==> src/rtl/bin2bcd8_fmt.sv <==
// bin2bcd8_fmt: sequential double-dabble binary to 8-digit BCD with blanking, overflow and dp mask
module bin2bcd8_fmt #(
  parameter int BIN_W = 27,
  parameter bit BLANK_LZ = 1'b1
) (
  input  logic             clk,
  input  logic             rst,
  input  logic             start,
  input  logic [BIN_W-1:0] bin_in,
  input  logic [7:0]       dp_in,
  output logic             busy,
  output logic             done,
  output logic [3:0]       d0,
  output logic [3:0]       d1,
  output logic [3:0]       d2,
  output logic [3:0]       d3,
  output logic [3:0]       d4,
  output logic [3:0]       d5,
  output logic [3:0]       d6,
  output logic [3:0]       d7,
  output logic [7:0]       dp_mask
);
  typedef enum logic [1:0] {IDLE, SHIFT, COMMIT} state_t;
  localparam logic [4:0] LAST = 5'(BIN_W - 1);
  state_t state, state_n;
  logic [BIN_W-1:0] bin;
  logic [31:0] acc, adj, fmt, dq;
  logic [4:0] cnt;
  logic [7:0] dp_l;
  logic ovf, keep;
  assign busy = state != IDLE;
  assign {d7, d6, d5, d4, d3, d2, d1, d0} = dq;
  // state register
  always_ff @(posedge clk)
    if (rst) state <= IDLE;
    else state <= state_n;
  // next state: one pass IDLE -> SHIFT (BIN_W bits) -> COMMIT -> IDLE
  always_comb begin
    state_n = state;
    state_n = (state == IDLE && start) ? SHIFT :
              (state == SHIFT && cnt == LAST) ? COMMIT :
              (state == COMMIT) ? IDLE : state;
  end
  // add-3 correction on every nibble before the shift
  always_comb begin
    adj = acc;
    for (int i = 0; i < 8; i++)
      adj[4*i+:4] = (acc[4*i+:4] >= 4'd5) ? acc[4*i+:4] + 4'd3 : acc[4*i+:4];
  end
  // display formatting: overflow shows all E; a nonzero digit or set dp keeps itself and everything below
  always_comb begin
    fmt = '1;
    keep = !BLANK_LZ;
    for (int i = 7; i >= 0; i--) begin
      keep = keep | (acc[4*i+:4] != 4'd0) | dp_l[i] | (i == 0);
      fmt[4*i+:4] = ovf ? 4'hE : (keep ? acc[4*i+:4] : 4'hF);
    end
  end
  // datapath: latch on start, shift one bit per cycle, publish only at commit
  always_ff @(posedge clk)
    if (rst) begin
      bin <= '0;
      acc <= '0;
      cnt <= '0;
      dp_l <= '0;
      ovf <= 1'b0;
      dq <= '1;
      dp_mask <= '0;
      done <= 1'b0;
    end else begin
      done <= state == COMMIT;
      if (state == IDLE && start) begin
        bin <= bin_in;
        acc <= '0;
        cnt <= '0;
        dp_l <= dp_in;
        ovf <= 27'(bin_in) > 27'd99_999_999;
      end
      if (state == SHIFT) begin
        acc <= {adj[30:0], bin[BIN_W-1]};
        bin <= bin << 1;
        cnt <= cnt + 5'd1;
      end
      if (state == COMMIT) begin
        dq <= fmt;
        dp_mask <= ovf ? 8'h00 : dp_l;
      end
    end
endmodule

==> config.mk <==
export PLATFORM = sky130hd
export DESIGN_NAME = bin2bcd8_fmt
export DESIGN_NICKNAME = d
export VERILOG_FILES = /design/src/rtl/bin2bcd8_fmt.sv
export SDC_FILE = /design/constraint.sdc
export NUM_CORES = 1
export LEC_CHECK = 0
export CORE_MARGIN = 5
export CORE_UTILIZATION = 54
export DETAILED_ROUTE_END_ITERATION = 8
export PLACE_DENSITY = 0.77
export REMOVE_ABC_BUFFERS = 1
export SKIP_LAST_GASP = 1
export SYNTH_ARGS = -nofsm -noshare
export SYNTH_HDL_FRONTEND = slang
export SYNTH_SLANG_ARGS = --single-unit
==> constraint.sdc <==
create_clock -name clk -period 2.84 [get_ports clk]
set_clock_uncertainty 0.05 [all_clocks]
set_input_delay 0.852 -clock clk [delete_from_list [all_inputs] [get_ports clk]]
set_output_delay 0.852 -clock clk [all_outputs]
set_load 0.05 [all_outputs]
==> flow_summary.yaml <==
layout:
  num_antenna_cells: 0
  nets: 762
  area_delta_synth_final_pct: 30.1
  drive_above_1_share_pct: 7.87
  post-route-util_pct: 72.9
  stdcell_count: 841
clocking:
  cts_num_sinks: 116
  cts_inserted_buffers: 17
  cts_tree: "yes"
  h-tree-depth: 4
  clock_path_buffers: 2
  clk_pin_slew_ns: 0.06
  cts_setup_buffers: 0
  hold_buffers: 0
  cts_root_buf: "clkbuf_8"
  insertion_delay_ns: 0.53
power_and_ir_drop:
  power_density_mw_per_mm2: 649
  irDropWorstVdd_v: 0.000370
  leakage_nw: 2.46
synth:
  synth_top_area_cell: "dfxtp_1"
  synth-seq-cells: 116
  netlist_instances: 631
  synth-edff-count: 0
  yosys_warnings: 0
  synth_area_leaders: "dfxtp_1, a21oi_1, ha_1, nand2_1, a22oi_1"
  synth.avg_cell_area_um2: 8.28
  ys_types: 44
  synth_most_common_cell: "dfxtp_1"
  synthesis.area_mm2: 0.00522
  ys_async_sr_fraction_pct: 0
  seq_area_frac_synth_pct: 44.5
  synth_top_cells_by_count: "dfxtp_1, a21oi_1, nand2_1, clkbuf_1, o21ai_0"
  synth_ff_type: "dfxtp_1"
  netlist.area_leader.share_pct: 44.5
critical_path:
  max_stage_delay_ns: 0.82
  cp_top_family: "buffers and inverters"
  path_buf_inv: 1
  cp_slowest_cell: "clkdlybuf4s50_1"
  cp_data_required_time_ns: 1.94
  cp_max_fo: 2
  crit_chain: "clkdlybuf4s50_1"
  start_kind: "flip-flop"
  criticalPathCategory: "reg -> out"
  cp.arrival_ns: 1.72
  cp-end-kind: "output port"
die:
  coreArea_mm2: 0.00933
  ios: 80
  fp.dieH_um: 108
  die-width_um: 108
  row_count: 35
  dieArea_mm2: 0.0117
  initial_core_util_pct: 56.0
grt:
  grt_overflow_total: 0
  track_usage_pct: 25.0
  grt_pass1_vias: 4980
  antenna_found_initial: 0
  grt_pass1_wl_mm: 23.4
  grt_max_degree: 99
drt:
  vias: 5016
  viasPerCell: 5.96
  drt_iter0_drc: 349
  drc: 0
  wl_per_cell_um: 16.6
  firstDrtPassIters: 4
  routed_wl_mm: 13.9
  ant_nets: 0
placed_design:
  io_buffer_count: 79
  gp_congestion: 0.828
  dp.cells: 809
  hpwl_mm: 8.83
timing:
  fin_crit_sh_pct: 92.3
  hold_viol: 0
  layout_min_cycle_time_ns: 2.62
  rsz0062_at_grt: "false"
  finalSetupViolCount: 0
  slew_violations: 0
  worstMarginPinSlew_ns: 0.593
  slew_headroom_pct: 60.4
  fmax_mhz: 381
hold_path:
  hold_class: "reg -> reg"
job:
  max_cap_viol_count: 0
outcome:
  status: "finished, final reports clean"
## report_power, final
group / leakage (nW) / internal [W] / switching [W]
registers: 0.942 / 0.00167 / 0.0000266
logic: 1.19 / 0.000120 / 0.000183
clock network: 0.329 / 0.00167 / 0.000745
## path summary, 6_finish.rpt
path,from,endpoint,slack (ns),cells after the start
setup / recovery,dq[10]$_SDFFE_PP1P_,d2[2],0.22,1
hold / removal,dp_mask[6]$_SDFFE_PP0P_,dp_mask[6]$_SDFFE_PP0P_,0.40,2
setup reg to reg,acc[16]$_SDFFE_PP0P_,dq[9]$_SDFFE_PP1P_,0.79,7
hold reg to reg,dp_mask[6]$_SDFFE_PP0P_,dp_mask[6]$_SDFFE_PP0P_,0.40,2
## placed cells by master (no fill, tap or decap), types with 2 or more instances in the layout
cell type	synthesis	routed
a21oi_1	92	92
a22oi_1	26	26
a31oi_1	7	7
and2_1	8	8
buf_4	0	13
bufinv_16	0	6
clkbuf_1	32	2
clkbuf_16	0	16
clkbuf_8	0	4
clkdlybuf4s50_1	0	77
clkinv_2	0	4
dfxtp_1	116	116
ha_1	25	25
inv_1	19	19
mux2i_1	3	3
nand2_1	82	82
nand2b_1	12	12
nand3_1	28	28
nand3b_1	11	11
nand4_1	8	8
nor2_1	29	28
nor3_1	27	27
nor4b_1	7	7
o211ai_1	6	6
o21ai_0	30	30
o22ai_1	9	9
o31ai_1	6	6
o32a_1	3	3
o32ai_1	3	3
or2_2	4	4
xnor2_1	8	8
## final cells by class
class | instances | area, um2
Fill cell | 725 | 2530
Clock inverter | 10 | 200
Clock buffer | 22 | 463
Sequential cell | 116 | 2320
Timing Repair Buffer | 93 | 902
Tap cell | 129 | 161
Inverter | 19 | 71.3
Multi-Input combinational cell | 452 | 2680
## repair_timing
item                                    4_1_cts  5_1_grt
gates resized for setup                       1        0
hold endpoints to repair                      0        0
endpoints found under the setup margin        1        0
## state kept, by name, summed over array words and instances, names as in the netlist
register  flops
acc          32
dq           32
bin          27
dp_l          8
dp_mask       8
cnt           5
state         2
done          1
ovf           1
## logic make-up after synthesis
kind of cell	count (synthesis)	share of synthesized area, %
compound gates	190	21.5
xor+xnor	8	1.34
fa+ha+maj	25	5.99
buf+inv	63	4.65
flops	116	44.5
mux	3	0.575
simple gates	226	21.5
## worst register-to-register path, cell delays in order (launching register included)
cell and delay, ns:
dfxtp_1 0.37, inv_1 0.13, ha_1 0.15, nor4b_1 0.38, nand4_1 0.22, and2b_2 0.33, nand2_1 0.12, a41oi_1 0.23
## through the flow
| stage | instance area (um2) | hold WS (ns) | setup slack (ns) | setup TNS, ns | total power (W) |
|---|---|---|---|---|---|
| global placement | 6130 | 0.388 | 0.0312 | 0 | 0.00202 |
| floorplan | 5050 | 0.376 | -1.65 | -60.55 | 0.00186 |
| global route | 6800 | 0.426 | 0.173 | 0 | 0.00453 |
| finish | 6800 | 0.404 | 0.217 | 0 | 0.00441 |
| CTS | 6800 | 0.408 | 0.216 | 0 | 0.00441 |
| detailed placement | 6130 | 0.401 | 0.0250 | 0 | 0.00203 |
## routing by layer
metal / vias to the layer above / global-route usage [%] / wire length [um]
met5: - / 0 / 0
met4: 0 / 9.47 / 379
met3: 40 / 8.06 / 1140
met2: 220 / 41.6 / 6650
met1: 2358 / 30.1 / 5760
li1: 2398 / - / -
(Power assumes the default switching activity.)
